<file path="src/rtl/bp_be_late_wb_arbiter.sv">
// Round-robin arbiter for the shared late-writeback regfile port, feeding a
// one-entry output buffer that drains whenever the early writeback leaves the port idle.
module bp_be_late_wb_arbiter #(
    parameter int unsigned num_req_p      = 3,
    parameter int unsigned data_width_p   = 64,
    parameter int unsigned starve_limit_p = 8
) (
    input  logic                              clk_i,
    input  logic                              reset_n_i,

    input  logic [num_req_p-1:0]              req_v_i,
    output logic [num_req_p-1:0]              req_ready_o,
    input  logic [num_req_p-1:0]              req_fp_i,
    input  logic [5*num_req_p-1:0]            req_rd_addr_i,
    input  logic [data_width_p*num_req_p-1:0] req_data_i,
    input  logic [5*num_req_p-1:0]            req_fflags_i,

    input  logic                              port_busy_i,

    output logic                              late_iwb_v_o,
    output logic                              late_fwb_v_o,
    output logic [4:0]                        late_rd_addr_o,
    output logic [data_width_p-1:0]           late_data_o,
    output logic [4:0]                        late_fflags_o,
    output logic                              dispatch_hold_o
);

    localparam int unsigned PTR_W  = (num_req_p > 1) ? $clog2(num_req_p) : 1;
    localparam int unsigned CAND_W = PTR_W + 1;
    localparam logic [CAND_W-1:0] NUM_REQ_C = CAND_W'(num_req_p);
    localparam logic [PTR_W-1:0]  LAST_IDX  = PTR_W'(num_req_p - 1);
    localparam logic [7:0]        LIMIT_C   = 8'(starve_limit_p);

    // Unpacked per-requester views of the flat payload buses
    logic [4:0]              rd_arr     [num_req_p];
    logic [data_width_p-1:0] data_arr   [num_req_p];
    logic [4:0]              fflags_arr [num_req_p];

    for (genvar gi = 0; gi < num_req_p; gi++) begin : g_unpack
        assign rd_arr[gi]     = req_rd_addr_i[5*gi +: 5];
        assign data_arr[gi]   = req_data_i[data_width_p*gi +: data_width_p];
        assign fflags_arr[gi] = req_fflags_i[5*gi +: 5];
    end

    // Buffer and arbitration state
    logic                    buf_v_q,      buf_v_d;
    logic                    buf_fp_q,     buf_fp_d;
    logic [4:0]              buf_rd_q,     buf_rd_d;
    logic [data_width_p-1:0] buf_data_q,   buf_data_d;
    logic [4:0]              buf_fflags_q, buf_fflags_d;
    logic [PTR_W-1:0]        rr_ptr_q,     rr_ptr_d;
    logic [7:0]              starve_cnt_q, starve_cnt_d;

    logic                    drain;
    logic                    accept_ok;
    logic                    grant_found;
    logic [PTR_W-1:0]        grant_idx;
    logic [CAND_W-1:0]       cand;
    logic                    transfer;
    logic                    drop_x0;
    logic                    load;
    logic                    sel_fp;
    logic [4:0]              sel_rd;

    assign drain     = buf_v_q & ~port_busy_i;
    assign accept_ok = ~buf_v_q | drain;

    // Scan from the pointer upward, wrapping, and take the first valid requester
    always_comb begin
        grant_found = 1'b0;
        grant_idx   = '0;
        cand        = '0;
        for (int k = 0; k < num_req_p; k++) begin
            cand = {1'b0, rr_ptr_q} + CAND_W'(k);
            if (cand >= NUM_REQ_C) begin
                cand = cand - NUM_REQ_C;
            end
            if (!grant_found && req_v_i[cand[PTR_W-1:0]]) begin
                grant_found = 1'b1;
                grant_idx   = cand[PTR_W-1:0];
            end
        end
    end

    for (genvar gi = 0; gi < num_req_p; gi++) begin : g_ready
        assign req_ready_o[gi] = accept_ok & grant_found & (grant_idx == PTR_W'(gi));
    end

    assign transfer = accept_ok & grant_found;
    assign sel_fp   = req_fp_i[grant_idx];
    assign sel_rd   = rd_arr[grant_idx];
    // Integer writes to x0 are acknowledged but never reach the port
    assign drop_x0  = ~sel_fp & (sel_rd == 5'd0);
    assign load     = transfer & ~drop_x0;

    always_comb begin
        buf_v_d      = buf_v_q;
        buf_fp_d     = buf_fp_q;
        buf_rd_d     = buf_rd_q;
        buf_data_d   = buf_data_q;
        buf_fflags_d = buf_fflags_q;
        rr_ptr_d     = rr_ptr_q;
        starve_cnt_d = starve_cnt_q;

        if (transfer) begin
            rr_ptr_d = (grant_idx == LAST_IDX) ? '0 : grant_idx + PTR_W'(1);
        end

        if (load) begin
            buf_v_d      = 1'b1;
            buf_fp_d     = sel_fp;
            buf_rd_d     = sel_rd;
            buf_data_d   = data_arr[grant_idx];
            buf_fflags_d = fflags_arr[grant_idx];
        end else if (drain) begin
            buf_v_d = 1'b0;
        end

        if (!buf_v_q || drain) begin
            starve_cnt_d = 8'd0;
        end else if (port_busy_i && (starve_cnt_q != 8'hFF)) begin
            starve_cnt_d = starve_cnt_q + 8'd1;
        end
    end

    always_ff @(posedge clk_i or negedge reset_n_i) begin
        if (!reset_n_i) begin
            buf_v_q      <= 1'b0;
            buf_fp_q     <= 1'b0;
            buf_rd_q     <= '0;
            buf_data_q   <= '0;
            buf_fflags_q <= '0;
            rr_ptr_q     <= '0;
            starve_cnt_q <= '0;
        end else begin
            buf_v_q      <= buf_v_d;
            buf_fp_q     <= buf_fp_d;
            buf_rd_q     <= buf_rd_d;
            buf_data_q   <= buf_data_d;
            buf_fflags_q <= buf_fflags_d;
            rr_ptr_q     <= rr_ptr_d;
            starve_cnt_q <= starve_cnt_d;
        end
    end

    assign late_iwb_v_o    = drain & ~buf_fp_q;
    assign late_fwb_v_o    = drain &  buf_fp_q;
    assign late_rd_addr_o  = buf_rd_q;
    assign late_data_o     = buf_data_q;
    assign late_fflags_o   = buf_fflags_q;
    // Depends on registered state only, so the detector sees no path from port_busy_i
    assign dispatch_hold_o = buf_v_q & (starve_cnt_q >= LIMIT_C);

endmodule
</file>
<file path="config.mk">
export PLATFORM = sky130hd
export DESIGN_NAME = bp_be_late_wb_arbiter
export DESIGN_NICKNAME = d
export VERILOG_FILES = /design/src/rtl/bp_be_late_wb_arbiter.sv
export SDC_FILE = /design/constraint.sdc
export NUM_CORES = 1
export LEC_CHECK = 0
export ABC_AREA = 1
export BUFFER_PORTS_ARGS = -buffer_cell sky130_fd_sc_hd__buf_2
export CAP_MARGIN = 40
export CORE_AREA = 4 4 118 120
export CTS_CLUSTER_DIAMETER = 150
export DETAILED_ROUTE_END_ITERATION = 16
export DIE_AREA = 0 0 122 124
export PLACE_DENSITY = 0.73
export SYNTH_ARGS = -nofsm -noshare
export SYNTH_HDL_FRONTEND = slang
export SYNTH_SLANG_ARGS = --single-unit
</file>
<file path="constraint.sdc">
create_clock -name clk_i -period 4.2 [get_ports clk_i]
set_clock_uncertainty 0.1 [all_clocks]
set_input_delay 0.21 -clock clk_i [delete_from_list [all_inputs] [get_ports clk_i]]
set_output_delay 0.21 -clock clk_i [all_outputs]
set_load 0.02 [all_outputs]
</file>
==> qor.yml, run 1 <==
ios: 311
place_area_mm2: 0.00697
cts_resized: 0
clockRootBuffer: "clkbuf_16"
finalHoldViolCount: 0
dp_cells: 1227
max_slew_margin: 0.556
ir_drop_uv: 801
synth_top_family_by_area: "simple AND/OR/NAND/NOR gates"
fmax_ghz: 0.295
max_slew.worst_pin.slew_ns: 0.666
grt_max_degree: 64
drv_slew: 0
grtUsageTotal: 0.230
cts_sinks: 86
drt_iter0_drc: 331
synth-xor-area-share: 0
clk_latency_ns: 0.32
grt_pass1_vias: 5715
period_needed_ns: 3.39
firstDrtPassIters: 7
final_cell_area_mm2: 0.00730
gp_congestion: 0.904
hold_slack_ns: 0.132
hpwl_um: 14000
area_delta_synth_final_pct: 35.5
worst_ep_required_time_ns: 3.89
postRouteAntennaNets: 0
mostFrequentLayoutCells: "buf_2 (309), nand3_1 (307), nand2_1 (254)"
run_status: "finished clean"
clk_pin_slew_ns: 0.06
dieArea_mm2: 0.0151
final_common_cell: "buf_2"
finalCritPeriodShare: 0.806
grt-ovfl-total: 0
synth_nets: 1027
syn_inst: 790
p_per_area_mw_per_mm2: 1080
synth.avg_cell_area_um2: 6.82
clockBufferDepth: 2
synthMuxAreaShare: 0
worst-r2r-setup-slack_ns: 1.06
ys_async_sr_fraction: 1.00
place_ws_ns: 1.13
wl_per_cell_um: 14.9
route.vias.total: 6425
drcViolationCount: 0
n_antenna_cell: 0
p_leak_nw: 4.14
setup_viol: 0
die_w_um: 122
vias_per_cell: 5.16
synth_ff_type: "dfrtp_1"
num_rows: 42
synthAdderAreaFrac: 0.0139
finalNetCount: 1300
numCtsBuffers: 9
cap_viol_max_count: 0
setup_slack_ns: 0.814
synth-edff-count: 0
routed_wl_um: 18600
cts_tree: "yes"
arrival_ns: 3.08
synth-compound-area-share: 0.0207
synth.distinct_cells: 26
yosys.area_share.simple: 0.491
portBuffers: 310
ys_warn_count: 0
ys_seq_elements: 86
final_cells: 1244
critical_path_class: "reg2out"
drive_gt1_frac: 0.330
crit_fanout: 41
grt_first_pass_wirelength_um: 27800
htreeDepth: 3
die_height_um: 124
hp-class: "in2reg"
rsz0062_at_grt: "no"
seq_area_frac_synth: 0.399
core_area_mm2: 0.0130
antenna_found_initial: 0
setup_tns_ns: 0
cp-end-kind: "output port"
post_cts_buffers: 0
initial_core_util: 0.415
start_kind: "flip-flop"
syn-cell-area_mm2: 0.00539
[per-layer routing]
layer  vias up  track usage  share of wire
met1      2915        0.281           0.40
li1       3199            -              -
met2       290        0.411           0.50
met4         0       0.0686          0.014
met3        21       0.0441          0.082
met5         -            0              0
[worst paths after layout]
check | cells past startpoint | startpoint | endpoint
max in group asynchronous | 3 | reset_n_i | late_data_o[35]
min | 5 | req_data_i[191] | late_data_o[63]
max reg2reg | 17 | rr_ptr_q[0] | late_data_o[29]
min in group asynchronous | 2 | reset_n_i | late_data_o[55]
min reg2reg | 2 | late_data_o[45] | late_data_o[45]
max | 14 | rr_ptr_q[0] | req_ready_o[0]
[Yosys cell counts, drive strengths merged (2+ instances only)]
master	n	share of area
nand3	310	0.29
nand2	257	0.18
dfrtp	86	0.40
buf	41	0.042
inv	25	0.017
clkbuf	23	0.016
nor2	14	0.0098
o21ai	9	0.0084
ha	6	0.014
a21oi	4	0.0037
nand4	4	0.0046
nor3	3	0.0028
a31oi	2	0.0023
[layout make-up]
class / count / area (um^2)
Clock buffer: 14 / 284
Sequential cell: 86 / 2150
Clock inverter: 2 / 37.5
Tap cell: 176 / 220
Inverter: 25 / 93.8
Multi-Input combinational cell: 615 / 2840
Timing Repair Buffer: 326 / 1680
Fill cell: 1307 / 5680
[critical path: stages (launching register included)]
cell and delay, ns:
dfrtp_1 0.38, inv_1 0.08, ha_1 0.38, inv_2 0.13, nand2_1 0.05, nand3_1 0.06
nand2_1 0.10, nand3_2 0.12, nor2_1 0.07, nor2_4 0.12, buf_4 0.34, buf_4 0.43
nand2_1 0.15, nor2_1 0.14, buf_2 0.18
[registers in the layout (all words and copies together) (netlist names)]
name,cells
buf_v_q,1
late_rd_addr_o,5
rr_ptr_q,2
late_fflags_o,5
buf_fp_q,1
starve_cnt_q,8
late_data_o,64
[report_power, final]
group	switching [mW]	internal, mW	total, mW
clock	0.305	0.526	0.831
combinational	3.79	1.81	5.60
sequential	0.204	1.27	1.47
[per-stage QoR]
step | total power [mW] | utilization
global route | 8.64 | 0.563
global placement | 7.03 | 0.537
CTS | 7.94 | 0.563
detailed placement | 7.09 | 0.537
finish | 7.90 | 0.563
floorplan | 5.73 | -
[kinds of logic (layout without fill, tap and decap cells)]
| group | after synthesis | count (layout) |
|---|---|---|
| DFF | 86 | 86 |
| buffers and inverters | 89 | 367 |
| adders and majority gates | 6 | 6 |
| AOI/OAI and AO/OA | 19 | 19 |
| and+or+nand+nor | 590 | 590 |
[repair_timing]
item                       in CTS  in global routing
hold endpoints to repair       42                  0
setup endpoints to repair       0                  0
hold buffers                    1                  0
No activity file was read; power rests on OpenSTA's default activity.
==> inputs of run 2 (changes only) <==
==> config.mk (replaced) <==
export PLATFORM = sky130hd
export DESIGN_NAME = bp_be_late_wb_arbiter
export DESIGN_NICKNAME = d
export VERILOG_FILES = /design/src/rtl/bp_be_late_wb_arbiter.sv
export SDC_FILE = /design/constraint.sdc
export NUM_CORES = 1
export LEC_CHECK = 0
export ABC_AREA = 0
export BUFFER_PORTS_ARGS = -buffer_cell sky130_fd_sc_hd__buf_2
export CAP_MARGIN = 40
export CORE_MARGIN = 4
export CORE_UTILIZATION = 41
export CTS_CLUSTER_DIAMETER = 150
export DETAILED_ROUTE_END_ITERATION = 16
export PLACE_DENSITY = 0.74
export SYNTH_ARGS = -nofsm -noshare
export SYNTH_HDL_FRONTEND = slang
export SYNTH_SLANG_ARGS = --single-unit
==> constraint.sdc (replaced) <==
create_clock -name clk_i -period 2.9 [get_ports clk_i]
set_clock_uncertainty 0.1 [all_clocks]
set_input_delay 0.145 -clock clk_i [delete_from_list [all_inputs] [get_ports clk_i]]
set_output_delay 0.145 -clock clk_i [all_outputs]
set_load 0.02 [all_outputs]
==> qor.yml, run 2 <==
grt_max_degree: 78  # +22%
syn_inst: 519  # -34%
final_common_cell: "buf_2"
yosys-top-cells-count: "dfrtp_1 (86), mux2i_1 (80), nor2_1 (76), a21oi_1 (72), mux2_4 (52)"
p_comb_frac: 0.705  # -0.004
die_w_um: 124  # +1.3%
fmax_ghz: 0.321
crit_fanout: 5  # -88%
initial_core_util: 0.427  # +0.0116
grt-ovfl-total: 0  # unchanged
firstDrtPassIters: 5  # -2
arrival_ns: 3.23  # +0.15 ns
finalHoldViolCount: 0  # unchanged
synth_ff_type: "dfrtp_1"
htreeDepth: 3  # unchanged
setup_slack_ns: -0.213  # -1.03 ns
synth.avg_cell_area_um2: 10.5  # +55%
drcViolationCount: 0  # unchanged
clockRootBuffer: "clkbuf_16"
critical_path_class: "reg2reg"
die_height_um: 124  # -0.38%
numCtsBuffers: 9  # unchanged
ys_async_sr_fraction: 1.00  # unchanged
num_rows: 41  # -2.4%
seqPwrFrac: 0.191  # +0.005
synth_most_common_cell: "dfrtp_1"
max_slew.worst_pin.slew_ns: 0.631  # -0.0352 ns
worst_ep_required_time_ns: 3.02  # -0.87 ns
grtUsageTotal: 0.210  # -0.0198
grt_pass1_vias: 5153  # -9.8%
setup_viol: 73  # +73
portBuffers: 310  # unchanged
violations: "negative setup slack"
route.vias.total: 5129  # -20%
clockBufferDepth: 2  # unchanged
seq_area_frac_synth: 0.393  # -0.00612
run_status: "finished, violations left"
ys_warn_count: 0  # unchanged
vias_per_cell: 4.94  # -4.4%
start_kind: "flip-flop"
p_per_area_mw_per_mm2: 1370  # +27%
finalCritPeriodShare: 1.07
mostFrequentLayoutCells: "buf_2 (309), dfrtp_1 (85), mux2i_1 (77)"
synth.distinct_cells: 43  # +65%
postRouteAntennaNets: 0  # unchanged
drv_slew: 0  # unchanged
yosys.area.top_type: "dfrtp_1"
drive_gt1_frac: 0.540  # +0.210
fill_cells: 1094  # -16%
power.switching_mw: 4.57  # +6.4%
clk_latency_ns: 0.33  # about the same
max_slew_margin: 0.580  # +0.0234
n_antenna_cell: 0  # unchanged
grt_first_pass_wirelength_um: 25200  # -9.5%
hpwl_um: 12500  # -10%
core_area_mm2: 0.0128  # -1.2%
cts_tree: "yes"
ios: 311  # unchanged
cp-end-kind: "flip-flop"
clockPowerShare: 0.105  # about the same
drt_iter0_drc: 216  # -35%
area_delta_synth_final_pct: 50.9
synth_nets: 756  # -26%
finish.utilization: 0.644  # +0.0811
clk_pin_slew_ns: 0.07  # about the same
cts_sinks: 86  # unchanged
ys_seq_elements: 86  # unchanged
hp-class: "in2reg"
syn-cell-area_mm2: 0.00547  # +1.6%
p_leak_nw: 4.52  # +9.1%
gp_congestion: 0.797  # -12%
ir_drop_uv: 664  # -17%
worstHoldStart: "req_rd_addr_i[10]"
synth_top_area_frac: 0.393  # -0.00612
dieArea_mm2: 0.0153  # +0.88%
routed_wl_um: 17100  # -7.9%
period_needed_ns: 3.11
finalNetCount: 1099  # -15%
startpoint: "rr_ptr_q[1]"
largest_reg_flops: 64  # unchanged
cap_viol_max_count: 0  # unchanged
p_int_mw: 6.75  # +87%
wl_per_cell_um: 16.5  # +10%
antenna_found_initial: 0  # unchanged
ys_top_cells_by_area: "dfrtp_1 (39%), mux2i_1 (15%), mux2_4 (14%)"
rsz0062_at_grt: "yes"
hold_slack_ns: 0.0225  # -0.110 ns
synth-edff-count: 0  # unchanged
switching_share: 0.404  # -0.140
reg2reg_from: "rr_ptr_q[1]"
[run 2: changes by cell type after synthesis, moves of 5 or more]
cell and delta:
buf_12 +5, buf_1 -15, nand2_1 -242, mux2i_1 +80, mux2_4 +52, inv_1 -10
mux2_1 +19, nand3_1 -305, a21oi_1 +68, o21ai_1 +9, nor2_1 +62, o211ai_1 +5
clkbuf_1 -9
[run 2: final timing paths]
check | cells past startpoint | slack (ns) | end
setup / recovery | 12 | -0.21 | late_data_o[13]
hold / removal | 3 | 0.02 | late_rd_addr_o[0]
setup reg to reg | 12 | -0.21 | late_data_o[13]
hold reg to reg | 1 | 0.41 | late_data_o[61]
max in group asynchronous | 3 | 1.84 | late_data_o[37]
min in group asynchronous | 2 | 0.25 | rr_ptr_q[1]
[run 2: what timing repair did]
item,in CTS,in global routing
endpoints found under the hold margin,39,0
hold buffers,3,0
gates cloned,5,5
pin swaps,4,5
setup endpoints to repair,70,77
setup buffers,16,5
resized for setup,24,23
[run 2: through the flow]
stage | TNS, ns | worst slack [ns] | total power, mW | std cells | area (um^2)
finish | -13.13 | -0.213 | 11.3 | 1039 | 8260
global route | -18.52 | -0.278 | 12.0 | 1039 | 8260
CTS | -8.52 | -0.162 | 10.9 | 1030 | 8020
detailed placement | -11.89 | -0.209 | 8.87 | 991 | 7320
global placement | -6.69 | -0.116 | 8.71 | 990 | 7290
floorplan | -3.09 | -0.0567 | 7.27 | 519 | 5520
[run 2: critical path, stage by stage (launching register included)]
cell and delay (ns):
dfrtp_1 0.40, inv_2 0.11, ha_4 0.17, mux2i_4 0.24, mux2_4 0.21, mux2i_4 0.31
mux2_4 0.34, a31o_4 0.24, a21oi_4 0.17, buf_6 0.14, buf_12 0.13, clkbuf_16 0.15
mux2_4 0.30
[run 2: layout make-up]
cell class	count	area, um^2	share of cell area
inverters	11	41.3	0.00500
multi-input cells	385	3200	0.387
flip-flops and latches	86	2150	0.261
clock inverters	6	70.1	0.00849
well taps	172	215	0.0261
clock buffers	10	239	0.0289
repair buffers	369	2340	0.284
[run 2: power by group through the flow]
stage,registers (mW),clock network (mW),logic [mW]
2_1_floorplan,2.79,0,4.48
3_3_place_gp,2.16,0,6.55
3_5_place_dp,2.14,0,6.73
4_1_cts,2.15,1.21,7.52
5_1_grt,2.23,1.26,8.56
6_report,2.16,1.19,7.98
[run 2: layer usage]
layer	GRT usage	part of all wire
met5	0	0
met1	0.253	0.40
met4	0.0408	0.011
met3	0.0471	0.076
met2	0.384	0.52
[run 2: kinds of logic (layout without fill, tap and decap cells)]
logic type                 Yosys count  in the layout  synth area share
and+or+nand+nor                    113            113            0.0910
adders and majority gates            6              6            0.0137
xor gates and xnor gates             2              2           0.00320
DFF                                 86             86             0.393
AOI/OAI and AO/OA                  112            112             0.114
muxes                              152            152             0.330
buffers and inverters               48            396            0.0549
